## src/rtl/regbus_xbar.sv

```systemverilog
// rtl/regbus_xbar.sv - single-outstanding register-bus fabric with window decode, timeout and error stats
module regbus_xbar #(
  parameter int          NSLAVE  = 4,
  parameter int          WINBITS = 12,
  parameter logic [31:0] BASE    = 32'h4000_0000,
  parameter int          TIMEOUT = 1023
) (
  input  logic                   clk,
  input  logic                   rst,
  input  logic [31:0]            m_addr,
  input  logic [31:0]            m_wdata,
  input  logic [3:0]             m_wstrb,
  input  logic                   m_wr,
  input  logic                   m_req,
  output logic                   m_ack,
  output logic                   m_err,
  output logic [31:0]            m_rdata,
  output logic [WINBITS-1:0]     s_addr,
  output logic [31:0]            s_wdata,
  output logic [3:0]             s_wstrb,
  output logic                   s_wr,
  output logic [NSLAVE-1:0]      s_req,
  input  logic [NSLAVE-1:0]      s_ack,
  input  logic [NSLAVE-1:0]      s_err,
  input  logic [32*NSLAVE-1:0]   s_rdata,
  input  logic                   err_clr,
  output logic [15:0]            err_count,
  output logic [31:0]            err_addr,
  output logic                   ovr
);

  localparam int              IDXW = (NSLAVE > 1) ? $clog2(NSLAVE) : 1;
  localparam int              UPW  = 32 - WINBITS - IDXW;
  localparam int              TW   = (TIMEOUT > 1) ? $clog2(TIMEOUT + 1) : 1;
  localparam logic [TW-1:0]   TMAX = TW'(TIMEOUT);
  localparam logic [IDXW:0]   NS_W = (IDXW + 1)'(NSLAVE);

  typedef enum logic [1:0] {ST_IDLE, ST_DECODE, ST_WAIT, ST_RESP} state_t;

  state_t              state_q, state_d;
  logic [31:0]         addr_q, addr_d;
  logic [31:0]         wdata_q, wdata_d;
  logic [3:0]          wstrb_q, wstrb_d;
  logic                wr_q, wr_d;
  logic [IDXW-1:0]     idx_q, idx_d;
  logic                hit_q, hit_d;
  logic [NSLAVE-1:0]   sreq_q, sreq_d;
  logic [TW-1:0]       timer_q, timer_d;
  logic                pend_q, pend_d;
  logic                err_q, err_d;
  logic [31:0]         rdata_q, rdata_d;
  logic [15:0]         cnt_q, cnt_d;
  logic [31:0]         eaddr_q, eaddr_d;
  logic                ovr_q, ovr_d;

  logic [IDXW-1:0]     idx_in;
  logic                hit_in;
  logic                ack_sel, err_sel;
  logic [31:0]         rdata_sel;

  assign idx_in    = m_addr[WINBITS +: IDXW];
  assign hit_in    = (m_addr[31 -: UPW] == BASE[31 -: UPW]) && ({1'b0, idx_in} < NS_W);
  assign ack_sel   = s_ack[idx_q];
  assign err_sel   = s_err[idx_q];
  assign rdata_sel = s_rdata[{idx_q, 5'b0} +: 32];

  always_comb begin
    state_d = state_q;
    addr_d  = addr_q;
    wdata_d = wdata_q;
    wstrb_d = wstrb_q;
    wr_d    = wr_q;
    idx_d   = idx_q;
    hit_d   = hit_q;
    sreq_d  = '0;
    timer_d = timer_q;
    pend_d  = pend_q;
    err_d   = err_q;
    rdata_d = rdata_q;
    cnt_d   = cnt_q;
    eaddr_d = eaddr_q;
    ovr_d   = ovr_q | (m_req && (state_q != ST_IDLE));

    case (state_q)
      ST_IDLE: begin
        if (m_req) begin
          addr_d  = m_addr;
          wdata_d = m_wdata;
          wstrb_d = m_wstrb;
          wr_d    = m_wr;
          idx_d   = idx_in;
          hit_d   = hit_in;
          sreq_d  = hit_in ? (NSLAVE'(1) << idx_in) : '0;
          pend_d  = 1'b0;
          err_d   = 1'b0;
          rdata_d = '0;
          state_d = ST_DECODE;
        end
      end
      ST_DECODE: begin
        if (hit_q) begin
          timer_d = '0;
          // A combinational slave may ack alongside s_req; hold it so WAIT completes next cycle.
          if (ack_sel) begin
            rdata_d = rdata_sel;
            err_d   = err_sel;
            pend_d  = 1'b1;
          end
          state_d = ST_WAIT;
        end else begin
          err_d   = 1'b1;
          rdata_d = '0;
          state_d = ST_RESP;
        end
      end
      ST_WAIT: begin
        if (pend_q) begin
          state_d = ST_RESP;
        end else if (ack_sel) begin
          rdata_d = rdata_sel;
          err_d   = err_sel;
          state_d = ST_RESP;
        end else if (timer_q == TMAX) begin
          err_d   = 1'b1;
          rdata_d = '0;
          state_d = ST_RESP;
        end else begin
          timer_d = timer_q + 1'b1;
        end
      end
      ST_RESP: begin
        state_d = ST_IDLE;
      end
      default: state_d = ST_IDLE;
    endcase

    if ((state_q == ST_RESP) && err_q) begin
      if (cnt_q != 16'hFFFF) cnt_d = cnt_q + 16'd1;
      eaddr_d = addr_q;
    end
    if (err_clr) begin
      cnt_d   = '0;
      eaddr_d = '0;
      ovr_d   = 1'b0;
    end
  end

  always_ff @(posedge clk) begin
    if (rst) begin
      state_q <= ST_IDLE;
      addr_q  <= '0;
      wdata_q <= '0;
      wstrb_q <= '0;
      wr_q    <= 1'b0;
      idx_q   <= '0;
      hit_q   <= 1'b0;
      sreq_q  <= '0;
      timer_q <= '0;
      pend_q  <= 1'b0;
      err_q   <= 1'b0;
      rdata_q <= '0;
      cnt_q   <= '0;
      eaddr_q <= '0;
      ovr_q   <= 1'b0;
    end else begin
      state_q <= state_d;
      addr_q  <= addr_d;
      wdata_q <= wdata_d;
      wstrb_q <= wstrb_d;
      wr_q    <= wr_d;
      idx_q   <= idx_d;
      hit_q   <= hit_d;
      sreq_q  <= sreq_d;
      timer_q <= timer_d;
      pend_q  <= pend_d;
      err_q   <= err_d;
      rdata_q <= rdata_d;
      cnt_q   <= cnt_d;
      eaddr_q <= eaddr_d;
      ovr_q   <= ovr_d;
    end
  end

  assign m_ack     = (state_q == ST_RESP);
  assign m_err     = m_ack & err_q;
  assign m_rdata   = rdata_q;
  assign s_addr    = addr_q[WINBITS-1:0];
  assign s_wdata   = wdata_q;
  assign s_wstrb   = wstrb_q;
  assign s_wr      = wr_q;
  assign s_req     = sreq_q;
  assign err_count = cnt_q;
  assign err_addr  = eaddr_q;
  assign ovr       = ovr_q;

endmodule

```

## config.mk

```make
export PLATFORM = sky130hd
export DESIGN_NAME = regbus_xbar
export DESIGN_NICKNAME = d
export VERILOG_FILES = /design/src/rtl/regbus_xbar.sv
export SDC_FILE = /design/constraint.sdc
export NUM_CORES = 1
export LEC_CHECK = 0
export CAP_MARGIN = 20
export CORE_MARGIN = 3
export CORE_UTILIZATION = 41
export DETAILED_ROUTE_END_ITERATION = 8
export PLACE_DENSITY_LB_ADDON = 0.3
export SYNTH_ARGS = -nofsm -noshare
export SYNTH_HDL_FRONTEND = slang
export SYNTH_SLANG_ARGS = --single-unit
```

## constraint.sdc

```tcl
create_clock -name clk -period 2.85 [get_ports clk]
set_clock_uncertainty 0.15 [all_clocks]
set_input_delay 0.4275 -clock clk [delete_from_list [all_inputs] [get_ports clk]]
set_output_delay 0.4275 -clock clk [all_outputs]
set_load 0.05 [all_outputs]
```

==> flow_summary.json, run 1 <==
{
  "ys_types": 46,
  "antenna_found_initial": 2,
  "port_buffers": 344,
  "grt-ovfl-total": 0,
  "worstSetupStartpointType": "register",
  "r2r-start": "state_q[1]",
  "ctsHtreeMaxLevel": 4,
  "fp.dieW_um": 139.7,
  "hpwl_mm": 18.05,
  "rows": 48,
  "crit_path_top_delay_cell": "clkinv_1",
  "cts_resized": 0,
  "final_cell_mix": "clkdlybuf4s50_1 (342), nand2_1 (253), dfxtp_1 (168)",
  "drt_iter0_drc": 528,
  "dr.pass1.iters": 5,
  "critical_path_class": "register to primary output",
  "syn-instance-count": 859,
  "p_per_area_mw_per_mm2": 661.2,
  "grt_first_pass_wirelength_mm": 38.03,
  "critPathCaptureType": "primary output",
  "synth-main-ff-cell": "dfxtp_1",
  "min_from": "addr_q[22]",
  "clock_latency_ns": 0.42,
  "finalSetupViolations": 0,
  "cpPeakStageDelay_ns": 0.50,
  "synth_nets": 1074,
  "cts_root_buf": "clkbuf_16",
  "ys_seq_area_frac": 0.4614,
  "initial_core_util": 0.4210,
  "rsz0062_at_grt": "false",
  "fin_crit_ns": 2.649,
  "worst_pin_slew_ns": 1.002,
  "vdd_drop_max_mv": 0.4380,
  "die-area_mm2": 0.01952,
  "synth_area_mm2": 0.007332,
  "slew_viol_final": 0,
  "detail-route-antenna-nets": 0,
  "grt_usage": 0.2421,
  "ys_warn_count": 0,
  "crit_start": "state_q[1]",
  "postPlaceCellArea_mm2": 0.01088,
  "hold_violations": 0,
  "outcome": "finished clean",
  "drc": 0,
  "cts_max_path_buffers": 2,
  "syn2layout_area_growth_pct": 56.35,
  "cap_viol_max_count": 0,
  "layout_commonest_cell": "clkdlybuf4s50_1",
  "finalWirelength_mm": 24.27,
  "clock-sinks": 169,
  "synth_area_per_cell_um2": 8.536,
  "layout.nets": 1382,
  "detail_route.wl_per_cell_um": 17.25,
  "critPathMaxFanout": 17,
  "timing.final.crit_share": 0.9294,
  "tns_ns": 0,
  "num_vias": 7374,
  "post-cts-setup-buffer-count": 0,
  "ctsHoldBuffers": 0,
  "worstPathCellList": "ha_1, nand2_1, clkinv_1, buf_4",
  "hp-class": "register to register",
  "cp.required_ns": 2.27,
  "async_flop_share": 0,
  "design_area_mm2": 0.01146,
  "cts_tree": "done",
  "grt_max_degree": 50,
  "finalWeightedCongestion": 0.8342,
  "core_area_mm2": 0.01742,
  "io_pins": 345,
  "avgViaCountPerCell": 5.241,
  "drive_gt1_frac": 0.08051,
  "power_leakage_nw": 3.886,
  "arrival_ns": 2.07,
  "grt_pass1_vias": 7217,
  "die_y_um": 139.7,
  "synth_seq_cells": 169,
  "synth_edf_count": 0,
  "clk_pin_slew_ns": 0.06,
  "slew-limit-headroom": 0.3319,
  "cts_buffers": 17,
  "fmax_mhz": 377.5
}
-- final cells by class --
class | count | area, um^2
Clock buffer | 19 | 452.9
Timing Repair Buffer | 364 | 3598
Fill cell | 1444 | 5953
Multi-Input combinational cell | 605 | 3585
Clock inverter | 13 | 118.9
Antenna cell | 2 | 5.005
Sequential cell | 169 | 3385
Inverter | 10 | 37.54
Tap cell | 225 | 281.5
-- worst paths after layout --
| kind | endpoint | slack (ns) | depth (start not counted) |
|---|---|---|---|
| worst max register to register | m_rdata[4] | 0.37 | 7 |
| worst max-delay path | m_err | 0.20 | 4 |
| worst min register to register | err_addr[22] | 0.30 | 2 |
| worst min-delay path | err_addr[22] | 0.30 | 2 |
-- cells by family after synthesis --
group,after synthesis,share of synthesized area
fa+ha+maj,6,0.01024
compound gates,175,0.1294
buf+inv,85,0.05171
xor+xnor,18,0.02150
flops,169,0.4614
mux,37,0.1090
simple gates,369,0.2167
-- critical path: cells and delay by family, from the launching register on --
family | cells | cell delay, ns
DFF | 1 | 0.35
buffers and inverters | 2 | 0.92
adders and majority gates | 1 | 0.27
and+or+nand+nor | 1 | 0.11
-- sequential cells by signal, summed over array words and instances (netlist names) --
name,count
addr_q,32
err_addr,32
m_rdata,32
s_wdata,32
err_count,16
timer_q,10
s_req,4
s_wstrb,4
state_q,2
err_q,1
hit_q,1
ovr,1
pend_q,1
s_wr,1
-- synthesized netlist by cell type (3+ instances only) --
cell type	count	share of area
buf_1	10	0.0051
mux4_2	33	0.10
inv_1	8	0.0041
xor2_1	5	0.0060
nand3_1	12	0.0082
xnor2_1	13	0.016
a21oi_1	112	0.076
nor3_1	8	0.0055
ha_1	6	0.010
nand4_1	40	0.034
clkbuf_1	51	0.026
a21o_1	3	0.0031
nor4_1	4	0.0034
a211oi_1	6	0.0061
buf_4	12	0.012
and4_1	3	0.0036
mux2i_1	3	0.0041
nand2_1	254	0.13
and3_1	5	0.0043
a2111oi_0	3	0.0036
nor2_1	31	0.016
o21ai_0	38	0.026
dfxtp_1	169	0.46
-- per-stage QoR --
stage	hold slack [ns]	utilization	cells	power (mW)	worst slack, ns
finish	0.3015	0.6582	1407	7.580	0.2011
global placement	0.2884	0.6248	1373	5.379	0.1060
global route	0.3182	0.6582	1407	7.946	0.01091
CTS	0.3041	0.6576	1405	7.621	0.1578
detailed placement	0.2945	0.6248	1373	5.406	-0.03459
floorplan	0.2822	-	859	4.458	0.3286
-- power by group --
| part | internal [mW] | switching, mW |
|---|---|---|
| sequential | 2.58 | 0.124 |
| combinational | 1.00 | 1.66 |
| clock | 1.25 | 0.962 |
-- metal layers --
metal / GRT usage / vias up / routed length, um
met5: 0 / - / 0
met2: 0.4310 / 279 / 12750
met1: 0.2730 / 3470 / 9012
met3: 0.07320 / 46 / 1750
met4: 0.08873 / 0 / 752
li1: - / 3579 / -
No activity file was read; power rests on OpenSTA's default activity.
==> run 2: changes to the inputs <==
--- a/config.mk
+++ b/config.mk
@@ -6,7 +6,7 @@
 export NUM_CORES = 1
 export LEC_CHECK = 0
 export CAP_MARGIN = 20
-export CORE_MARGIN = 3
+export CORE_MARGIN = 8
 export CORE_UTILIZATION = 41
 export DETAILED_ROUTE_END_ITERATION = 8
 export PLACE_DENSITY_LB_ADDON = 0.3
==> run 2 against run 1 <==
Against the previous run:
- setup slack gained 0.041 ns
- combinational power grew 2%
- utilization shrank 0.72 points
- die area rose by 15%
- maximum frequency up 1.6%
- worst hold slack gained 0.0015 ns
==> flow_summary.json, run 2 (synthesis gave the netlist of run 1 again) <==
{
  "vdd_drop_max_mv": 0.4289,
  "fp.dieW_um": 149.7,
  "drc": 0,
  "dr.pass1.iters": 5,
  "ctsHoldBuffers": 0,
  "power_leakage_nw": 3.938,
  "grt_pass1_vias": 7268,
  "core_area_mm2": 0.01778,
  "clk_pin_slew_ns": 0.07,
  "fmax_mhz": 383.5,
  "clock_latency_ns": 0.42,
  "drive_gt1_frac": 0.08361,
  "cts_root_buf": "clkbuf_16",
  "r2r-start": "state_q[0]",
  "layout_commonest_cell": "clkdlybuf4s50_1",
  "detail_route.wl_per_cell_um": 18.22,
  "cts_max_path_buffers": 2,
  "grt_usage": 0.2233,
  "cts_buffers": 17,
  "avgViaCountPerCell": 5.216,
  "die-area_mm2": 0.02242,
  "slew_viol_final": 0,
  "cp.required_ns": 2.27,
  "syn2layout_area_growth_pct": 57.85,
  "finalWirelength_mm": 25.77,
  "fin_util": 0.6510,
  "setup_ws_ns": 0.2426,
  "grt_max_degree": 59,
  "clock-sinks": 169,
  "hold_violations": 0,
  "grt_first_pass_wirelength_mm": 39.23,
  "dp_slack_ns": 0.007464,
  "hold_path_depth": 2,
  "arrival_ns": 2.03,
  "slew-limit-headroom": 0.5477,
  "worstSetupStartpointType": "register",
  "drt_iter0_drc": 357,
  "dp.cells": 1380,
  "p_per_area_mw_per_mm2": 681.7,
  "grt-ovfl-total": 0,
  "critPathCaptureType": "primary output",
  "post-cts-setup-buffer-count": 0,
  "outcome": "finished clean",
  "reg2reg_depth": 7,
  "rsz0062_at_grt": "false",
  "hpwl_mm": 19.82,
  "cts_tree": "done",
  "final_cell_mix": "clkdlybuf4s50_1 (342), nand2_1 (253), dfxtp_1 (168)",
  "io_pins": 345,
  "min_from": "addr_q[18]",
  "worst_pin_slew_ns": 0.6700,
  "reg2reg_to": "m_rdata[25]",
  "die_y_um": 149.7,
  "layout.nets": 1386,
  "fin_crit_ns": 2.607,
  "cts_resized": 0,
  "hold_end": "err_addr[18]",
  "critical_path_class": "register to primary output",
  "timing.final.crit_share": 0.9149,
  "tns_ns": 0,
  "rows": 49,
  "stdcell_count": 1414,
  "hp-class": "register to register",
  "finalWeightedCongestion": 0.8539,
  "num_vias": 7376,
  "detail-route-antenna-nets": 0,
  "critPathMaxFanout": 11,
  "antenna_found_initial": 1,
  "r2r_slack_ns": 0.55,
  "finalSetupViolations": 0,
  "ctsHtreeMaxLevel": 4,
  "initial_core_util": 0.4124,
  "cap_viol_max_count": 0,
  "port_buffers": 344
}
-- run 2: cell types whose count changed in the layout (fill, tap and decap cells not counted) --
| cell | before | now |
|---|---|---|
| bufinv_16 | 1 | 4 |
| buf_4 | 20 | 22 |
| buf_12 | 1 | 2 |
| buf_8 | 0 | 1 |
| clkbuf_8 | 2 | 1 |
| clkinv_2 | 3 | 2 |
| diode_2 | 2 | 1 |
| inv_6 | 3 | 2 |
| nor2_2 | 0 | 1 |
| nor2_4 | 1 | 0 |
-- run 2: final cells by class --
| class | instances | area [um^2] |
|---|---|---|
| repair buffers | 368 | 3649 |
| clock inverters | 14 | 195.2 |
| clock buffers | 18 | 439.2 |
| flip-flops and latches | 169 | 3385 |
| diodes | 1 | 2.502 |
| multi-input cells | 605 | 3580 |
| well taps | 229 | 286.5 |
| fillers | 1505 | 6206 |
| inverters | 10 | 37.54 |
-- run 2: worst max path at each step --
| stage | startpoint | to | slack (ns) | cells after the start |
|---|---|---|---|---|
| floorplan | state_q[1] | m_err | 0.33 | 4 |
| global route | state_q[1] | m_err | 0.12 | 5 |
| detailed placement | s_ack[1] | m_rdata[14] | 0.007 | 6 |
| finish | state_q[0] | m_err | 0.24 | 5 |
| CTS | state_q[0] | m_err | 0.20 | 5 |
| global placement | s_ack[1] | m_rdata[24] | 0.09 | 6 |
-- run 2: stage by stage --
step	hold slack [ns]	instance area [um^2]	total power, mW
2_1_floorplan	0.2822	7332	4.458
4_1_cts	0.3023	11560	7.908
6_report	0.3030	11570	7.890
5_1_grt	0.3160	11570	8.255
3_5_place_dp	0.2942	10920	5.438
3_3_place_gp	0.2873	10920	5.405
-- run 2: power breakdown --
group | switching [mW] | leakage [nW] | total (mW) | internal, mW
Sequential | 0.126 | 1.37 | 2.70 | 2.58
Combinational | 1.67 | 2.27 | 2.72 | 1.05
Clock | 0.973 | 0.299 | 2.47 | 1.50
-- run 2: critical path: stages (launching register included) --
cell      delay [ns]
dfxtp_1         0.33
ha_1            0.28
nand2_1         0.12
buf_4           0.20
clkinv_1        0.35
buf_4           0.33
-- run 2: per-layer routing --
metal / share of wire / global-route usage
met4: 0.027 / 0.07996
met1: 0.37 / 0.2421
met3: 0.078 / 0.07983
met2: 0.52 / 0.3944
met5: 0 / 0
